<file path="src/rtl/level_sequencer_pkg.sv">
// level_sequencer_pkg: shared FSM state enumeration and default game parameters
package level_sequencer_pkg;
  typedef enum logic [1:0] {S_WAIT, S_PLAY, S_OVER, S_WIN} state_e;
  localparam int DEF_NUM_LEVELS = 15;
  localparam int DEF_LIVES      = 3;
  localparam int DEF_SPEED_STEP = 1;
  localparam int DEF_SPEED_MAX  = 15;
  localparam int DEF_MAX_BLOCKS = 4;
  localparam int DEF_BLOCK_STEP = 4;
endpackage

</file>
<file path="src/rtl/level_sequencer_sat.sv">
// sat_counter: saturating up/down counter (clk, reset, clr_i reload INIT, en_i step by STEP toward LIMIT, q_o value)
module sat_counter #(
  parameter int WIDTH = 4,
  parameter int STEP  = 1,
  parameter int LIMIT = 15,
  parameter int INIT  = 0,
  parameter bit UP    = 1'b1
) (
  input  logic             clk,
  input  logic             reset,
  input  logic             clr_i,
  input  logic             en_i,
  output logic [WIDTH-1:0] q_o
);
  logic [WIDTH-1:0] q_q, q_d;
  logic [31:0] cur;
  always_comb begin
    cur = 32'(q_q);
    q_d = q_q;
    if (en_i) q_d = UP ? ((cur + 32'(STEP) > 32'(LIMIT)) ? WIDTH'(LIMIT) : WIDTH'(cur + 32'(STEP)))
                       : ((cur < 32'(LIMIT + STEP)) ? WIDTH'(LIMIT) : q_q - WIDTH'(STEP));
    if (clr_i) q_d = WIDTH'(INIT);
  end
  always_ff @(posedge clk) begin
    if (reset) q_q <= WIDTH'(INIT);
    else q_q <= q_d;
  end
  assign q_o = q_q;
endmodule

</file>
<file path="src/rtl/level_sequencer.sv">
// level_sequencer: game level FSM (clk, reset, go, next_signal, fail in; speed, num_blocks, curr_level, lives_left, playing, level_up, game_over, win out)
module level_sequencer
  import level_sequencer_pkg::*;
#(
  parameter int NUM_LEVELS = DEF_NUM_LEVELS,
  parameter int LIVES      = DEF_LIVES,
  parameter int SPEED_STEP = DEF_SPEED_STEP,
  parameter int SPEED_MAX  = DEF_SPEED_MAX,
  parameter int MAX_BLOCKS = DEF_MAX_BLOCKS,
  parameter int BLOCK_STEP = DEF_BLOCK_STEP,
  localparam int LEVEL_W   = $clog2(NUM_LEVELS + 1),
  localparam int SPEED_W   = $clog2(SPEED_MAX + 1),
  localparam int BLOCK_W   = $clog2(MAX_BLOCKS + 1),
  localparam int LIVES_W   = $clog2(LIVES + 1)
) (
  input  logic               clk,
  input  logic               reset,
  input  logic               go,
  input  logic               next_signal,
  input  logic               fail,
  output logic [SPEED_W-1:0] speed,
  output logic [BLOCK_W-1:0] num_blocks,
  output logic [LEVEL_W-1:0] curr_level,
  output logic [LIVES_W-1:0] lives_left,
  output logic               playing,
  output logic               level_up,
  output logic               game_over,
  output logic               win
);
  localparam int STEP_W     = $clog2(BLOCK_STEP + 1);
  localparam int SPEED_INIT = (SPEED_STEP > SPEED_MAX) ? SPEED_MAX : SPEED_STEP;
  state_e state_q, state_d;
  logic [LEVEL_W-1:0] level_q, level_d;
  logic [LIVES_W-1:0] lives_q, lives_d;
  logic [STEP_W-1:0] step_q, step_d;
  logic playing_q, level_up_q, game_over_q, win_q;
  logic adv, clr, step_wrap;
  assign step_wrap = step_q == STEP_W'(BLOCK_STEP - 1);
  always_comb begin
    state_d = state_q;
    level_d = level_q;
    lives_d = lives_q;
    step_d  = step_q;
    adv     = 1'b0;
    clr     = 1'b0;
    case (state_q)
      S_WAIT: state_d = go ? S_PLAY : S_WAIT;
      S_PLAY:
        if (fail) begin
          lives_d = lives_q - LIVES_W'(1);
          state_d = (lives_q == LIVES_W'(1)) ? S_OVER : S_WAIT;
        end else if (next_signal) begin
          if (level_q == LEVEL_W'(NUM_LEVELS)) state_d = S_WIN;
          else begin
            adv     = 1'b1;
            level_d = level_q + LEVEL_W'(1);
            step_d  = step_wrap ? '0 : step_q + STEP_W'(1);
            state_d = S_WAIT;
          end
        end
      default:
        if (go) begin
          clr     = 1'b1;
          state_d = S_WAIT;
          level_d = LEVEL_W'(1);
          lives_d = LIVES_W'(LIVES);
          step_d  = '0;
        end
    endcase
  end
  always_ff @(posedge clk) begin
    if (reset) begin
      state_q     <= S_WAIT;
      level_q     <= LEVEL_W'(1);
      lives_q     <= LIVES_W'(LIVES);
      step_q      <= '0;
      playing_q   <= 1'b0;
      level_up_q  <= 1'b0;
      game_over_q <= 1'b0;
      win_q       <= 1'b0;
    end else begin
      state_q     <= state_d;
      level_q     <= level_d;
      lives_q     <= lives_d;
      step_q      <= step_d;
      playing_q   <= state_d == S_PLAY;
      level_up_q  <= adv;
      game_over_q <= state_d == S_OVER;
      win_q       <= state_d == S_WIN;
    end
  end
  sat_counter #(.WIDTH(SPEED_W), .STEP(SPEED_STEP), .LIMIT(SPEED_MAX), .INIT(SPEED_INIT), .UP(1'b1)) u_speed (
    .clk(clk), .reset(reset), .clr_i(clr), .en_i(adv), .q_o(speed)
  );
  sat_counter #(.WIDTH(BLOCK_W), .STEP(1), .LIMIT(1), .INIT(MAX_BLOCKS), .UP(1'b0)) u_blocks (
    .clk(clk), .reset(reset), .clr_i(clr), .en_i(adv && step_wrap), .q_o(num_blocks)
  );
  assign curr_level = level_q;
  assign lives_left = lives_q;
  assign playing    = playing_q;
  assign level_up   = level_up_q;
  assign game_over  = game_over_q;
  assign win        = win_q;
endmodule

</file>
<file path="config.mk">
export PLATFORM = sky130hd
export DESIGN_NAME = level_sequencer
export DESIGN_NICKNAME = d
export VERILOG_FILES = /design/src/rtl/level_sequencer_pkg.sv /design/src/rtl/level_sequencer_sat.sv /design/src/rtl/level_sequencer.sv
export SDC_FILE = /design/constraint.sdc
export NUM_CORES = 1
export LEC_CHECK = 0
export CORE_ASPECT_RATIO = 1.5
export CORE_UTILIZATION = 30
export CTS_BUF_LIST = sky130_fd_sc_hd__clkbuf_16
export DETAILED_ROUTE_END_ITERATION = 8
export PLACE_DENSITY = 0.57
export SLEW_MARGIN = 20
export SYNTH_ARGS = -nofsm -noshare
export SYNTH_HDL_FRONTEND = slang
export SYNTH_SLANG_ARGS = --single-unit
</file>
<file path="constraint.sdc">
create_clock -name clk -period 3.9 [get_ports clk]
set_clock_uncertainty 0.2 [all_clocks]
set_input_delay 0.585 -clock clk [delete_from_list [all_inputs] [get_ports clk]]
set_output_delay 0.585 -clock clk [all_outputs]
set_load 0.05 [all_outputs]
</file>
==> out/results.ini, run 1 <==
[min_path]
hold_path_class = flip-flop to flip-flop

[pwr]
power.leakage_uw = 0.0004934
cellPowerDensity_nw_per_um2 = 380.1
ir_worst_vdd_mv = 0.3227
combPwrFrac_pct = 9.8
swShare_pct = 22.48
power_frac_clock_pct = 43.0
seqPwrFrac_pct = 47.2
power_switching_uw = 111.4
p_int_uw = 384.2

[floorplan]
fp.dieW_um = 49.11
initial_utilization_pct = 31.60
die-area_um2 = 3568
rows = 25
die_h_um = 72.66
fp.coreArea_um2 = 3159
design.portCount = 22

[placement]
place.port_buffers = 21
gp_congestion = 0.7799
post-dp-hpwl_mm = 1.544

[worst_setup_path]
cpMaxStageDelayCell = clkdlybuf4s50_1
cp.arrival_ns = 1.52
cp_top_family = buffers and inverters
cp.required_ns = 3.12
critPathCaptureType = output pin
worstPathMaxFanout = 7
path_buf_inv = 1
critPathKind = flip-flop to output pin
crit_chain = clkdlybuf4s50_1
max_stage_delay_ns = 0.85
start_kind = flip-flop

[drt]
wl_mm = 2.106
drt_iter0_markers = 11
dr.max_layer_used = met4
vias_per_cell = 5.030
route.met2.wl_mm = 1.089
drc = 0
drtPass1Iterations = 4
drtAntennaViolNets = 0
avgRoutedWirePerCell_um = 12.54
vias = 845
wl_met3_um = 85
drt-met1-wl_um = 907

[synthesis]
ys_warn_count = 0
synth_cell_types = 37
ys_seq_area_share_pct = 44.11
synth_area_per_cell_um2 = 9.245
ys_seq_elements = 22
synth_fp_nets = 119
syn_inst = 108
netlist_area_um2 = 998.5

[timing]
fin_crit_sh_pct = 59.17
hold_viol_final = 0
period_needed_ns = 2.307
tns_ns = 0
slew_viol_final = 0
setup_viol = 0
relSlewSlack_pct = 65.55
max_freq_mhz = 433.4
tightest_slew_ns = 0.5157
grt_setup_unrepaired = false

[layout]
fin_nets = 140
utilization_pct = 41.27
drive_above_1_share_pct = 4.688
diodes = 0
area_growth_pct = 30.58

[job]
cap_violations = 0

[cts]
clk_pin_slew_ns = 0.06
clock-root-buffer = clkbuf_16
clk_latency_ns = 0.25
cts.repair.resized = 0
cts_htree_levels = 1
postCtsSetupRepairBufs = 0
cts.path.max_buffers = 2
cts_tree = built
cts-buffers-inserted = 3
cts_sinks = 22
postCtsHoldBufs = 0

[grt]
grt_overflow = 0
grt_max_degree = 16
antenna_found_initial = 0
grt_use_total_pct = 12.87
grt_first_pass_wirelength_mm = 3.608
first_global_vias = 803

[status]
status = completed

[power groups by stage]
stage	combinational [uW]	clock, uW	sequential, uW
3_5_place_dp	48.4	0	239
3_3_place_gp	48.2	0	239
5_1_grt	52.5	227	235
4_1_cts	48.7	218	234
6_report	48.5	213	234
2_1_floorplan	21.3	0	251
[metal layers]
layer | GRT usage (%) | vias to the layer above
met5 | 0 | -
met4 | 5.882 | 0
met3 | 2.083 | 2
met2 | 23.44 | 19
met1 | 14.43 | 395
li1 | - | 429
[area by class of cell]
class	instances	area (um^2)
tap	40	50.05
timing repair buffer	21	210.2
clock inverter	1	3.754
fill	305	1856
inverter	5	18.77
clock buffer	3	75.07
multi-input combinational	76	505.5
sequential	22	440.4
[final timing paths]
check	start	end	slack [ns]	depth (start not counted)
setup reg to reg	curr_level[0]	u_blocks.q_o[2]	2.15	5
hold / removal	step_q[1]	step_q[1]	0.28	2
hold reg to reg	step_q[1]	step_q[1]	0.28	2
setup / recovery	u_speed.q_o[0]	speed[0]	1.59	1
[cells by family after synthesis]
| group | Yosys count | synth area share, % |
|---|---|---|
| flops | 22 | 44.11 |
| buf+inv | 10 | 5.263 |
| xor+xnor | 3 | 2.632 |
| fa+ha+maj | 6 | 7.519 |
| compound gates | 19 | 14.29 |
| simple gates | 48 | 26.19 |
[per-stage QoR]
stage                     total power (uW)  setup WS [ns]  hold slack, ns  std cells  cell area, um^2
after global placement               287.2          1.521          0.2608        164             1225
after detailed placement             287.5          1.484          0.2702        164             1225
final                                495.6          1.593          0.2771        168             1304
after global routing                 513.8          1.541          0.3070        168             1304
after CTS                            500.7          1.579          0.2805        168             1304
after floorplan                      272.3          1.779          0.2516        108            998.5
[Yosys cell counts]
library cell / n / area, um^2
buf_6: 2 / 22.52
and2_4: 1 / 8.760
nor2_1: 11 / 41.29
clkbuf_1: 3 / 11.26
nand2_1: 6 / 22.52
a21o_1: 1 / 7.510
and4b_1: 1 / 10.01
and4bb_4: 1 / 16.27
a21oi_1: 5 / 25.02
dfxtp_1: 22 / 440.4
a31oi_1: 2 / 12.51
o2111ai_1: 1 / 8.760
a22oi_1: 1 / 7.510
o21bai_1: 1 / 7.510
xor2_1: 2 / 17.52
o31a_1: 1 / 8.760
and2_1: 1 / 6.260
a41oi_1: 1 / 8.760
inv_1: 5 / 18.77
a221o_1: 1 / 10.01
nor2b_1: 1 / 6.260
nand2b_1: 2 / 12.51
a311oi_2: 1 / 15.01
ha_1: 6 / 75.07
nor4b_1: 1 / 8.760
and3_1: 3 / 18.77
a311oi_1: 1 / 8.760
nand4_1: 1 / 6.260
nand3_1: 11 / 55.05
xnor2_1: 1 / 8.760
nor3_1: 4 / 20.02
nor3b_1: 2 / 15.01
o21ai_1: 1 / 5.000
nor4_1: 1 / 6.260
a32o_1: 1 / 10.01
a211oi_1: 1 / 7.510
nand3b_1: 1 / 7.510
[state kept, by name (all words and copies together), names as in the netlist]
register / cells
playing: 1
game_over: 1
u_blocks.q_o: 3
level_up: 1
lives_left: 2
curr_level: 4
win: 1
u_speed.q_o: 4
state_q: 2
step_q: 3
[layout by cell type (no fill, tap or decap)]
master / count
nand4_1: 1
a21o_1: 1
a211oi_1: 1
nor4b_1: 1
and4bb_4: 1
o21bai_1: 1
a32o_1: 1
inv_1: 5
and2_4: 1
nand2_1: 6
nand2b_1: 2
ha_1: 6
nor4_1: 1
nor3b_1: 2
o2111ai_1: 1
nor2_1: 11
nand3_1: 11
nand3b_1: 1
a311oi_1: 1
o21ai_1: 1
a221o_1: 1
nor3_1: 4
a41oi_1: 1
nor2b_1: 1
a31oi_1: 2
dfxtp_1: 22
a22oi_1: 1
and4b_1: 1
xnor2_1: 1
and3_1: 3
clkinv_1: 1
clkdlybuf4s50_1: 21
and2_1: 1
o31a_1: 1
clkbuf_16: 3
a21oi_1: 5
a311oi_2: 1
xor2_1: 2
Power figures use the tool's default switching activity.
==> run 2: changes to the inputs <==
PLACE_DENSITY = 0.59   (was 0.57)
clock period = 2.1 ns   (was 3.9 ns; I/O delays follow)
==> run 2 against run 1 <==
Compared with the run above: worst setup slack got worse by 1.5 ns; largest cell class unchanged; critical path depth did not move; sequential power increased by 86%; via count up 2.2%; critical endpoint is now speed[3]; global-route usage rose by 0.28 points; total power up 87%; largest power group unchanged; core utilization is 0.63 points higher; combinational power is 94% higher; cell count increased by 2.4%; hold slack gained 0.0052 ns.
==> out/results.ini, run 2 (synthesized netlist as in run 1, its figures left out) <==
[pwr]
cellPowerDensity_nw_per_um2 = 700.6  ; +84%
ir_worst_vdd_mv = 0.4491  ; +39%
total_power_uw = 927.4  ; +87%
power.leakage_uw = 0.0005180  ; +5.0%

[floorplan]
design.portCount = 22  ; unchanged
fp.coreArea_um2 = 3159  ; unchanged
die_h_um = 72.66  ; unchanged
rows = 25  ; unchanged
initial_utilization_pct = 31.60  ; unchanged
fp.dieW_um = 49.11  ; unchanged
die-area_um2 = 3568  ; unchanged

[min_path]
hp-start = step_q[1]
holdPathEnd = step_q[1]
hold_path_class = flip-flop to flip-flop
min_path_cells = 2  ; unchanged

[grt]
use_met2_pct = 23.59  ; +0.15 points
top_usage_layer = met2
first_global_vias = 847  ; +5.5%
grt_use_met1_pct = 14.51  ; +0.074 points
grtUsageMet3_pct = 2.708  ; +0.63 points
grt_use_total_pct = 13.16  ; +0.28 points
antenna_found_initial = 0  ; unchanged
grt_first_pass_wirelength_mm = 3.643  ; +0.97%
grt_max_degree = 16  ; unchanged
grt_overflow = 0  ; unchanged

[worst_setup_path]
cp.arrival_ns = 1.47  ; -0.05 ns
cp_top_family = buffers and inverters
worst-r2r-cell-count = 5  ; unchanged
path_buf_inv = 1  ; unchanged
critPathCaptureType = output pin
critPathKind = flip-flop to output pin
max_stage_delay_ns = 0.83  ; -0.02 ns
r2r_start = curr_level[0]
start_kind = flip-flop
worstPathMaxFanout = 5  ; -2
reg2reg_to = u_blocks.q_o[2]
reg2reg_slack_ns = 0.38  ; -1.77 ns
cp.required_ns = 1.58  ; -1.54 ns
cpMaxStageDelayCell = clkdlybuf4s50_1
crit_chain = clkdlybuf4s50_1

[placement]
dp.cells = 168  ; +2.4%
place.port_buffers = 21  ; unchanged
pre_cts_ws_ns = 0.03384  ; -1.450 ns
gp_congestion = 0.7536  ; -3.4%
post-dp-hpwl_mm = 1.598  ; +3.5%

[timing]
tightest_slew_ns = 0.5013  ; -0.01439 ns
hold_viol_final = 0  ; unchanged
fin_ws_ns = 0.1137  ; -1.479 ns
grt_setup_unrepaired = false
max_freq_mhz = 503.5
tns_ns = 0  ; unchanged
fin_crit_sh_pct = 94.58
setup_viol = 0  ; unchanged
relSlewSlack_pct = 66.47  ; +0.93 points
period_needed_ns = 1.986
slew_viol_final = 0  ; unchanged

[layout]
area_growth_pct = 32.58
drive_above_1_share_pct = 12.88  ; +8.2 points
fin_cells = 172  ; +2.4%
final_common_cell = dfxtp_1
fin_nets = 144  ; +2.9%
final_cell_mix = 20 x dfxtp_1, 16 x clkdlybuf4s50_1, 11 x nand3_1, 11 x nor2_1, 9 x buf_4
diodes = 0  ; unchanged

[drt]
wl_mm = 2.069  ; -1.8%
drt_iter0_markers = 17  ; +6
drtAntennaViolNets = 0  ; unchanged
vias = 864  ; +2.2%
drc = 0  ; unchanged
avgRoutedWirePerCell_um = 12.03  ; -4.0%
vias_per_cell = 5.023  ; -0.13%
drtPass1Iterations = 4  ; unchanged

[cts]
clk_pin_slew_ns = 0.06  ; about the same
postCtsHoldBufs = 0  ; unchanged
cts_sinks = 22  ; unchanged
cts.path.max_buffers = 2  ; unchanged
clk_latency_ns = 0.25  ; about the same
cts-buffers-inserted = 3  ; unchanged
postCtsSetupRepairBufs = 0  ; unchanged
clock-root-buffer = clkbuf_16
cts_htree_levels = 1  ; unchanged
cts.repair.resized = 0  ; unchanged
cts_tree = built

[status]
status = completed

[job]
cap_violations = 0  ; unchanged

run 2: changes by cell type in the layout (fill, tap and decap cells not counted), sizes merged:
cell	before	now
buf	0	9
clkdlybuf4s50	21	16
run 2: area by class of cell:
type | instances | area (um^2)
clock inverter | 1 | 3.754
sequential | 22 | 442.9
multi-input combinational | 76 | 505.5
clock buffer | 3 | 75.07
fill | 321 | 1836
tap | 40 | 50.05
timing repair buffer | 25 | 227.7
inverter | 5 | 18.77
run 2: metrics by stage:
step	instance area [um^2]	hold WS, ns	utilization, %
global route	1324	0.3090	41.90
detailed placement	1245	0.2757	39.41
CTS	1324	0.2870	41.90
floorplan	1001	0.2516	-
finish	1324	0.2823	41.90
global placement	1245	0.2735	39.41
run 2: worst max path at each step:
stage | start | cells past startpoint | slack [ns] | endpoint
floorplan | curr_level[2] | 5 | 0.13 | u_blocks.q_o[2]
global placement | fail | 5 | 0.07 | u_blocks.q_o[2]
detailed placement | fail | 5 | 0.03 | u_blocks.q_o[2]
CTS | u_speed.q_o[3] | 1 | 0.10 | speed[3]
global route | u_speed.q_o[3] | 1 | 0.05 | speed[3]
finish | u_speed.q_o[3] | 1 | 0.11 | speed[3]
run 2: power breakdown:
| part | switching [uW] | internal [uW] |
|---|---|---|
| registers | 8.61 | 427 |
| clock network | 144 | 254 |
| logic | 56.9 | 37.4 |
| total | 209 | 718 |
run 2: metal layers:
layer / wire length [um] / part of all wire, %
met5: 0 / 0
met4: 46 / 2.2
met3: 77 / 3.7
met2: 1036 / 50
met1: 908 / 44
==> run 3: changes to the inputs <==
ABC_AREA = 1   (was unset)
PLACE_DENSITY = 0.56   (was 0.59)
clock period = 2 ns   (was 2.1 ns; I/O delays follow)
==> run 3 against run 2 <==
Compared with the run above: via count grew 15%; register-to-register slack got worse by 0.02 ns; hold slack gained 0.024 ns; sequential power is 8.7% higher; critical path depth is the same; first-iteration DRC count is 24% higher; core utilization fell by 0.096 points; clock power rose by 38%; largest power group is now the clock network.
==> out/results.ini, run 3 <==
[status]
status = completed

[synthesis]
synthTopCellsByArea = dfxtp_1 40%, nand2_1 9.8%, nor2_1 7.5%
ys_warn_count = 0  ; unchanged
synth_common_cells = 29 x nand2_1, 22 x dfxtp_1, 22 x nor2_1, 14 x inv_1, 13 x nand3_1
synth_area_per_cell_um2 = 7.690  ; -17%
synth_edf_count = 0  ; unchanged
synth_most_common_cell = nand2_1
ys_seq_elements = 22  ; unchanged
syn_inst = 144  ; +33%
synth_cell_types = 24  ; -35%
synth_top_area_share_pct = 39.77  ; -4.3 points
ys_seq_area_share_pct = 39.77  ; -4.3 points
synth_fp_nets = 155  ; +30%
netlist_area_um2 = 1107  ; +11%
ys.flop_type = dfxtp_1
synth_top_area_cell = dfxtp_1
synthArstFlopShare_pct = 0  ; unchanged

[min_path]
min_path_cells = 2  ; unchanged
hp-start = step_q[1]
hold_path_class = flip-flop to flip-flop

[grt]
first_global_vias = 998  ; +18%
use_met2_pct = 23.38  ; -0.22 points
grt_overflow = 0  ; unchanged
grt_use_total_pct = 13.25  ; +0.091 points
grt_max_degree = 14  ; -2
top_usage_layer = met2
grt_use_met1_pct = 14.36  ; -0.15 points
antenna_found_initial = 0  ; unchanged
grt_first_pass_wirelength_mm = 4.071  ; +12%
grtUsageMet3_pct = 2.196  ; -0.51 points

[drt]
drc = 0  ; unchanged
avgRoutedWirePerCell_um = 10.56  ; -12%
drt_iter0_markers = 21  ; +4
drtAntennaViolNets = 0  ; unchanged
wl_mm = 2.238  ; +8.2%
vias_per_cell = 4.689  ; -6.7%
drtPass1Iterations = 4  ; unchanged
vias = 994  ; +15%

[cts]
clk_latency_ns = 0.25  ; about the same
postCtsHoldBufs = 0  ; unchanged
cts_sinks = 22  ; unchanged
cts-buffers-inserted = 3  ; unchanged
cts.path.max_buffers = 2  ; unchanged
postCtsSetupRepairBufs = 0  ; unchanged
cts_tree = built
clock-root-buffer = clkbuf_16
cts_htree_levels = 1  ; unchanged
clk_pin_slew_ns = 0.05  ; about the same
cts.repair.resized = 0  ; unchanged

[worst_setup_path]
start_kind = flip-flop
r2r_start = curr_level[0]
critPathKind = flip-flop to output pin
critPathCaptureType = output pin
crit_chain = clkdlybuf4s50_1
worst-r2r-cell-count = 7  ; +2
path_buf_inv = 1  ; unchanged
cp.arrival_ns = 1.39  ; -0.08 ns
cp.depth = 1  ; unchanged
max_stage_delay_ns = 0.80  ; -0.03 ns
worstPathMaxFanout = 3  ; -2
startpoint = u_blocks.q_o[0]
cpMaxStageDelayCell = clkdlybuf4s50_1
cp_top_family = buffers and inverters
cp.required_ns = 1.50  ; -0.08 ns

[layout]
drive_above_1_share_pct = 18.24  ; +5.4 points
final_cell_mix = 29 x nand2_1, 22 x nor2_1, 22 x dfxtp_1
n_fill_cell = 356  ; +11%
fin_nets = 182  ; +26%
final-seq-area_um2 = 440.4  ; -0.57%
multi_input_area_um2 = 598.1  ; +18%
final_common_cell = nand2_1
diodes = 0  ; unchanged
area_growth_pct = 31.41

[timing]
max_freq_mhz = 529.0
relSlewSlack_pct = 66.45  ; about the same
timing.hold.ws_ns = 0.3060  ; +0.02371 ns
setup_viol = 0  ; unchanged
tightest_slew_ns = 0.5016  ; +0.0003145 ns
period_needed_ns = 1.890
slew_viol_final = 0  ; unchanged
hold_viol_final = 0  ; unchanged
fin_crit_sh_pct = 94.51
tns_ns = 0  ; unchanged
grt_setup_unrepaired = false

[floorplan]
design.portCount = 22  ; unchanged
rows = 26  ; +4.0%
fp.coreArea_um2 = 3481  ; +10%
initial_utilization_pct = 31.81  ; +0.21 points
fp.dieW_um = 51.61  ; +5.1%
die-area_um2 = 3943  ; +11%
die_h_um = 76.41  ; +5.2%

[job]
cap_violations = 0  ; unchanged

[placement]
place.port_buffers = 21  ; unchanged
post-dp-hpwl_mm = 1.805  ; +13%
gp_congestion = 0.7534  ; about the same

[pwr]
power.leakage_uw = 0.0007006  ; +35%
ir_worst_vdd_mv = 0.4983  ; +11%
cellPowerDensity_nw_per_um2 = 814.0  ; +16%

## run 3: kinds of logic after synthesis
| group | after synthesis | share of synthesized area, % |
|---|---|---|
| and+or+nand+nor | 78 | 35.71 |
| DFF | 22 | 39.77 |
| AOI/OAI and AO/OA | 18 | 9.153 |
| buffers and inverters | 17 | 6.214 |
| adders and majority gates | 6 | 6.779 |
| xor gates and xnor gates | 3 | 2.373 |
## run 3: report_power, final
part / total (uW) / switching, uW / internal (uW)
registers: 473 / 17.4 / 456
clock network: 551 / 153 / 397
logic: 161 / 106 / 55.1
total: 1180 / 277 / 908
## run 3: layer usage
metal / part of all wire [%] / routed length, um
met1: 42 / 929
met2: 53 / 1197
met3: 2.5 / 55
met4: 2.5 / 55
met5: 0 / 0
## run 3: metrics by stage
stage	area [um^2]	instances	total power, uW	setup slack [ns]	util (%)
after floorplan	1107	144	594.0	0.09548	-
after global placement	1350	208	642.7	0.2063	38.79
after detailed placement	1350	208	645.4	0.1962	38.79
final	1455	212	1185	0.1097	41.80
after global routing	1455	212	1238	0.07686	41.80
after CTS	1455	212	1198	0.1021	41.80
## run 3: worst paths after layout
kind | slack [ns] | to
worst min register to register | 0.31 | step_q[1]
worst max register to register | 0.36 | curr_level[0]
worst max-delay path | 0.11 | num_blocks[0]
worst min-delay path | 0.31 | step_q[1]
## run 3: final cells by class
type | instances | area share [%]
Sequential cell | 22 | 30.27
Timing Repair Buffer | 22 | 13.07
Clock inverter | 1 | 2.064
Tap cell | 42 | 3.611
Clock buffer | 3 | 5.159
Multi-Input combinational cell | 105 | 41.10
Inverter | 17 | 4.729
